File: src/rtl/v_activation.sv
// Streaming element-wise activation (pass / ReLU / leaky ReLU / clamp) over chunked vectors.
// States: IDLE | expecting chunk 0 of a vector ; RUN | expecting chunks 1..NChunks-1
module v_activation #(
  parameter int InVecLength = 64,
  parameter int NBits = 16,
  parameter int WorkingRegs = 4,
  parameter int LeakShift = 7,
  parameter logic signed [NBits-1:0] ClampMax = 16'sd4096
) (
  input  logic                                 clk_in,
  input  logic                                 rst_in,
  input  logic [1:0]                           mode_in,
  input  logic                                 in_data_ready,
  input  logic signed [WorkingRegs*NBits-1:0]  in_data,
  output logic                                 req_chunk_in,
  input  logic                                 out_ready_in,
  output logic signed [WorkingRegs*NBits-1:0]  write_out_data,
  output logic                                 req_chunk_out,
  output logic                                 out_vector_valid,
  output logic [$clog2(InVecLength+1)-1:0]     neg_count
);

  localparam int NChunks = (InVecLength + WorkingRegs - 1) / WorkingRegs;
  localparam int IdxW = (NChunks > 1) ? $clog2(NChunks) : 1;
  localparam int TailLanes = InVecLength - (NChunks - 1) * WorkingRegs;
  localparam int CntW = $clog2(InVecLength + 1);
  localparam logic [IdxW-1:0] LastIdx = IdxW'(NChunks - 1);
  localparam logic signed [NBits-1:0] NegClamp = -ClampMax;

  localparam logic [1:0] ModePass  = 2'd0;
  localparam logic [1:0] ModeRelu  = 2'd1;
  localparam logic [1:0] ModeLeaky = 2'd2;

  typedef enum logic {IDLE, RUN} state_t;

  state_t                          state, state_nx;
  logic [IdxW-1:0]                 idx, idx_nx;
  logic [1:0]                      mode_q, mode_nx, mode_eff;
  logic [CntW-1:0]                 neg_acc, neg_acc_nx, chunk_neg, neg_total;
  logic                            acc, last_chunk;
  logic signed [WorkingRegs*NBits-1:0] act_data;
  logic signed [NBits-1:0]         lane_x, lane_y;
  logic                            lane_ok;

  // A new chunk is taken only if the output register is empty or draining this cycle.
  assign acc = in_data_ready & (~req_chunk_out | out_ready_in) & ~rst_in;
  assign req_chunk_in = acc;
  assign last_chunk = (idx == LastIdx);
  assign mode_eff = (state == IDLE) ? mode_in : mode_q;

  always_comb begin
    chunk_neg = '0;
    act_data = '0;
    lane_x = '0;
    lane_y = '0;
    lane_ok = 1'b0;
    for (int i = 0; i < WorkingRegs; i++) begin
      lane_x = in_data[i*NBits +: NBits];
      lane_ok = !last_chunk || (i < TailLanes);
      case (mode_eff)
        ModePass:  lane_y = lane_x;
        ModeRelu:  lane_y = (lane_x < 0) ? '0 : lane_x;
        ModeLeaky: lane_y = (lane_x < 0) ? (lane_x >>> LeakShift) : lane_x;
        default: begin
          if (lane_x > ClampMax)
            lane_y = ClampMax;
          else if (lane_x < NegClamp)
            lane_y = NegClamp;
          else
            lane_y = lane_x;
        end
      endcase
      // Tail lanes past the end of the vector are forced to zero and not counted.
      if (!lane_ok)
        lane_y = '0;
      if (lane_ok && (lane_x < 0))
        chunk_neg = chunk_neg + CntW'(1);
      act_data[i*NBits +: NBits] = lane_y;
    end
  end

  assign neg_total = neg_acc + chunk_neg;

  always_comb begin
    state_nx = state;
    idx_nx = idx;
    mode_nx = mode_q;
    neg_acc_nx = neg_acc;
    if (acc) begin
      if (state == IDLE)
        mode_nx = mode_in;
      if (last_chunk) begin
        state_nx = IDLE;
        idx_nx = '0;
        neg_acc_nx = '0;
      end else begin
        state_nx = RUN;
        idx_nx = idx + IdxW'(1);
        neg_acc_nx = neg_total;
      end
    end
  end

  always_ff @(posedge clk_in) begin
    if (rst_in) begin
      state <= IDLE;
      idx <= '0;
      mode_q <= '0;
      neg_acc <= '0;
    end else begin
      state <= state_nx;
      idx <= idx_nx;
      mode_q <= mode_nx;
      neg_acc <= neg_acc_nx;
    end
  end

  always_ff @(posedge clk_in) begin
    if (rst_in) begin
      write_out_data <= '0;
      req_chunk_out <= 1'b0;
      out_vector_valid <= 1'b0;
      neg_count <= '0;
    end else if (acc) begin
      write_out_data <= act_data;
      req_chunk_out <= 1'b1;
      out_vector_valid <= last_chunk;
      if (last_chunk)
        neg_count <= neg_total;
    end else if (out_ready_in) begin
      req_chunk_out <= 1'b0;
      out_vector_valid <= 1'b0;
    end
  end

endmodule

File: config.mk
export PLATFORM = sky130hd
export DESIGN_NAME = v_activation
export DESIGN_NICKNAME = d
export VERILOG_FILES = /design/src/rtl/v_activation.sv
export SDC_FILE = /design/constraint.sdc
export NUM_CORES = 1
export LEC_CHECK = 0
export CORE_MARGIN = 2
export CORE_UTILIZATION = 48
export DETAILED_ROUTE_END_ITERATION = 12
export PLACE_DENSITY = 0.81
export SLEW_MARGIN = 20
export SYNTH_ARGS = -nofsm -noshare
export SYNTH_HDL_FRONTEND = slang
export SYNTH_SLANG_ARGS = --single-unit
File: constraint.sdc
create_clock -name clk_in -period 4.3 [get_ports clk_in]
set_clock_uncertainty 0.15 [all_clocks]
set_input_delay 0.86 -clock clk_in [delete_from_list [all_inputs] [get_ports clk_in]]
set_output_delay 0.86 -clock clk_in [all_outputs]
set_load 0.03 [all_outputs]
==> results of run 1 <==
[sequential cells by signal, indices dropped and copies added (netlist names)]
signal	flops
idx	4
req_chunk_out	1
write_out_data	64
out_vector_valid	1
state	1
neg_count	7
mode_q	2
neg_acc	7
[synth_stat cells, types with 11 or more instances]
master | n | area (sq um)
a221oi_2 | 23 | 345
o21ai_0 | 80 | 400
nor2_1 | 44 | 165
dfxtp_1 | 87 | 1740
clkbuf_1 | 23 | 86.3
a211oi_1 | 11 | 82.6
ha_1 | 12 | 150
nand2_1 | 65 | 244
a21oi_1 | 73 | 365
nor3_1 | 22 | 110
nor4_1 | 20 | 125
buf_2 | 11 | 55.1
[power breakdown]
part | internal [mW] | total, mW | switching (mW)
clock network | 0.302 | 0.600 | 0.298
logic | 0.266 | 0.627 | 0.360
registers | 0.867 | 0.913 | 0.0467
[worst max-delay path: stages]
cell and delay, ns:
clkdlybuf4s50_1 0.49, inv_1 0.09, ha_1 0.34, xor2_1 0.23
ha_1 0.26, mux2_2 0.30, fa_1 0.45, a21o_1 0.18
a21o_1 0.22, xnor2_1 0.18, nor2_1 0.06, a31o_2 0.21
[worst max path at each step]
stage	from	endpoint	slack [ns]
5_1_grt	in_data[15]	neg_count[4]	0.41
3_5_place_dp	in_data[15]	neg_count[4]	0.24
6_report	in_data[15]	neg_count[4]	0.54
3_3_place_gp	in_data[15]	neg_count[4]	0.30
4_1_cts	in_data[15]	neg_count[4]	0.57
2_1_floorplan	in_data[15]	neg_count[4]	0.59
[kinds of logic (layout without fill, tap and decap cells)]
logic type | count (synthesis) | count (layout) | synth area share, %
fa+ha+maj | 14 | 14 | 3.68
flops | 87 | 87 | 35.6
other cells | 1 | 1 | 0.0766
xor+xnor | 9 | 9 | 1.61
simple gates | 187 | 187 | 18.4
compound gates | 234 | 234 | 33.4
buf+inv | 52 | 178 | 5.04
mux | 10 | 10 | 2.28
[final cells by class]
class,count,area (sq um),share of cell area [%]
multi-input combinational,455,2910,44.2
sequential,87,1740,26.5
timing repair buffer,153,1520,23.1
tap,133,166,2.53
clock buffer,12,155,2.36
clock inverter,4,53.8,0.818
inverter,9,33.8,0.514
[metal layers]
layer | wire (um) | global-route usage, % | up-vias
met3 | 990 | 6.36 | 31
met5 | 0 | 0 | -
met4 | 344 | 9.05 | 0
li1 | - | - | 2459
met2 | 6780 | 43.5 | 207
met1 | 6020 | 31.8 | 2344
==> impl_metrics.toml, run 1 <==
[clock_network]
tritoncts = "yes"
insertion_delay_ns = 0.36
clk_pin_slew_ns = 0.09
ctsHoldBuffers = 0
cts_max_path_buffers = 2
htree_levels = 3
cts_setup_buffers = 0
ctsResizeCount = 0
numCtsBuffers = 9
clock_sinks = 87
ctsRootBufferMaster = "clkbuf_8"

[die]
initial_core_util_pct = 49.8
die_x_um = 105
die_area_sq_um = 11000
rows = 36
pin_count = 144
die_h_um = 105
core_area_sq_um = 9820

[layout]
final_cell_mix = "142 x clkdlybuf4s50_1, 87 x dfxtp_1, 80 x o21ai_0"
fin_nets = 798
fin_cells = 853
final_common_cell = "clkdlybuf4s50_1"
fin_area_sq_um = 6580
fillers = 860
final_util_pct = 67.0
drive_above_1_share_pct = 11.1
syn2layout_area_growth_pct = 34.4
num_antenna_cells = 0

[sta]
fin_ws_ns = 0.540
max_slew.worst_pin.slew_ns = 0.879
tns_ns = 0
relSlewSlack_pct = 41.4
fmax_mhz = 266
finalCriticalPeriod_ns = 3.76
timing.hold.ws_ns = 0.306
hold_viol = 0
period_share_pct = 87.4
drv_slew = 0
rsz0062_at_grt = "false"
setup_violations = 0

[logic_synthesis]
async_flop_share_pct = 0
syn-cell-area_sq_um = 4890
ys_ff_latch = 87
synthesis.instances = 594
synth_ff_type = "dfxtp_1"
synthesis.nets = 677
avgSynthCellArea_sq_um = 8.24
synth_warnings = 0
synth_seq_area_share_pct = 35.6
netlist-cell-type-count = 51
synth-edff-count = 0

[global_routing]
antenna_found_initial = 0
grt_max_degree = 57
grt_util_all_layers_pct = 25.8
grt_pass1_vias = 4881
grt_pass1_wl_mm = 23.5
grt-ovfl-total = 0

[place]
routabilityCongestion = 0.842
placed_cells = 837
io_buffers = 143
dp_hpwl_mm = 9.89
dpl_cell_area_sq_um = 6370
pre_cts_ws_ns = 0.242

[job]
drv_cap = 0

[route]
routed_wl_mm = 14.1
wl_per_cell_um = 16.6
vias = 5041
viasPerCell = 5.91
first_pass_iters = 5
drc = 0
dr.first_iter.drc_count = 267
drt.antenna.violating_nets = 0

[worst_setup_path]
cp_max_fo = 4
reg2reg_slack_ns = 1.52
r2r_end = "write_out_data[9]"
timing.rr.start = "state"
crit_type = "in2reg"
crit_required_ns = 4.41
worstSetupStartpointType = "input port"
critPathCaptureType = "register"
cp.arrival_ns = 3.87
r2r_cells = 5

[min_path]
hp-start = "write_out_data[27]"
holdPathStages = 2
holdPathEnd = "write_out_data[27]"
hold_class = "reg2reg"

[pwr]
p_leak_nw = 2.35
ir_drop_mv = 0.189
powerDensity_nw_per_um2 = 325
p_total_mw = 2.14

[run_status]
status = "complete, no violations"
No activity file was read; power rests on OpenSTA's default activity.
==> inputs of run 2 (changes only) <==
- GPL_ROUTABILITY_DRIVEN: default -> 0
==> results of run 2 <==
The final DEF is identical to that of run 1; final timing and power are the same.
==> inputs of run 3 (changes only) <==
- CORE_UTILIZATION: 48 -> 43
- PLACE_DENSITY: 0.81 -> 0.77
- clock period: 4.3 -> 3.4 ns (I/O delays scaled with it)
==> run 3 against run 2 <==
Net effect:
- flip-flop and latch count unchanged
- sequential power up 26%
- setup slack worse by 0.32 ns
- via count up 2.3%
- first-iteration DRC count up 2.6%
- combinational power up 33%
- worst hold slack worse by 0.0054 ns
- final cell count up 3.3%
- design area up 4.7%
- total power up 42%
- non-clock buffer count up 19
==> impl_metrics.toml, run 3 (synthesis gave the netlist of run 1 again) <==
[clock_network]
ctsRootBufferMaster = "clkbuf_16"
clock_sinks = 87
cts_max_path_buffers = 2
ctsHoldBuffers = 0
insertion_delay_ns = 0.35
htree_levels = 3
tritoncts = "yes"
numCtsBuffers = 9
clk_pin_slew_ns = 0.06

[global_routing]
grt_max_degree = 57
grt_pass1_wl_mm = 23.6
antenna_found_initial = 2
grt-ovfl-total = 0
grt_pass1_vias = 4876
grt_util_all_layers_pct = 23.1

[worst_setup_path]
r2r_cells = 7
r2r_end = "write_out_data[25]"
cp.arrival_ns = 3.27
cp_max_fo = 4
crit_type = "in2reg"
worstSetupStartpointType = "input port"
reg2reg_slack_ns = 0.75
cp-endpoint = "neg_count[4]"
startpoint = "in_data[47]"
crit_required_ns = 3.49
timing.rr.start = "state"
critPathCaptureType = "register"

[layout]
regMostFlops = "write_out_data"
fin_nets = 817
reg_top3 = "write_out_data: 64 flops, neg_acc: 7 flops, neg_count: 7 flops"
final_cell_mix = "140 x clkdlybuf4s50_1, 87 x dfxtp_1, 79 x o21ai_0"
final_common_cell = "clkdlybuf4s50_1"
fin_cells = 881
largest_reg_flops = 64
syn2layout_area_growth_pct = 40.7
drive_above_1_share_pct = 13.8
final_util_pct = 62.7

[die]
die_h_um = 111
rows = 38
core_area_sq_um = 11000
initial_core_util_pct = 44.6
pin_count = 144
die_x_um = 111
die_area_sq_um = 12300

[sta]
drv_slew = 0
timing.hold.ws_ns = 0.300
fmax_mhz = 314
setup_violations = 0
fin_ws_ns = 0.216
relSlewSlack_pct = 53.9
period_share_pct = 93.6
hold_viol = 0
max_slew.worst_pin.slew_ns = 0.685
rsz0062_at_grt = "false"
finalCriticalPeriod_ns = 3.18

[min_path]
hold_class = "reg2reg"

[pwr]
powerDensity_nw_per_um2 = 441
ir_drop_mv = 0.256
p_leak_nw = 2.52
p_total_mw = 3.04

[route]
vias = 5159
routed_wl_mm = 14.6
drc = 0
first_pass_iters = 5
drt.antenna.violating_nets = 0
viasPerCell = 5.86
dr.first_iter.drc_count = 274
wl_per_cell_um = 16.5

[place]
io_buffers = 143
dp_hpwl_mm = 10.4
placed_cells = 862
pre_cts_ws_ns = -0.370

[job]
drv_cap = 0

[run_status]
status = "complete, no violations"
## run 3: changes by cell type in the layout (fill, tap and decap cells not counted), sizes merged, moves of 2 or more
cell | previous run | this run
diode | 0 | 2
clkdlybuf4s50 | 142 | 140
buf | 11 | 30
dlymetal6s2s | 0 | 2
## run 3: repair_timing
action / CTS / global route
buffers inserted: 0 / 1
pin swaps: 0 / 2
gates resized for setup: 1 / 9
endpoints found under the setup margin: 3 / 4
## run 3: layout make-up
cell class	count	area, sq um
antenna	2	5.00
sequential	87	1740
clock inverter	3	67.6
timing repair buffer	172	1680
fill	925	4100
clock buffer	13	240
multi-input combinational	455	2940
inverter	9	33.8
tap	140	175
## run 3: power breakdown
part | internal, mW | switching (mW)
Clock | 0.645 | 0.406
Sequential | 1.10 | 0.0543
Combinational | 0.366 | 0.471
Total | 2.11 | 0.931
## run 3: layer usage
layer | vias to the layer above | share of wire [%] | GRT usage (%)
li1 | 2497 | - | -
met4 | 0 | 2.1 | 9.67
met1 | 2427 | 42 | 29.6
met3 | 26 | 7.2 | 5.19
met2 | 209 | 48 | 37.3
met5 | - | 0 | 0
## run 3: how the worst min path moves through the flow
| stage | start | to | slack, ns | cells after the start |
|---|---|---|---|---|
| 2_1_floorplan | neg_acc[6] | neg_acc[6] | 0.29 | 2 |
| 3_3_place_gp | write_out_data[26] | write_out_data[26] | 0.29 | 2 |
| 3_5_place_dp | write_out_data[27] | write_out_data[27] | 0.30 | 2 |
| 4_1_cts | write_out_data[27] | write_out_data[27] | 0.30 | 2 |
| 5_1_grt | write_out_data[27] | write_out_data[27] | 0.32 | 2 |
| 6_report | write_out_data[27] | write_out_data[27] | 0.30 | 2 |
## run 3: through the flow
| stage | instance area, sq um | setup TNS [ns] |
|---|---|---|
| 2_1_floorplan | 4900 | 0 |
| 3_5_place_dp | 6520 | -2.05 |
| 5_1_grt | 6890 | 0 |
| 3_3_place_gp | 6520 | -1.63 |
| 4_1_cts | 6830 | 0 |
| 6_report | 6890 | 0 |
## run 3: worst max-delay path: stages
cell and delay [ns]:
clkdlybuf4s50_1 0.46, buf_4 0.17, xor2_2 0.18, ha_1 0.29, mux2_4 0.30, fa_2 0.37, a21o_1 0.18, a21o_1 0.21
xnor2_1 0.16, nor2_1 0.06, a31o_2 0.21
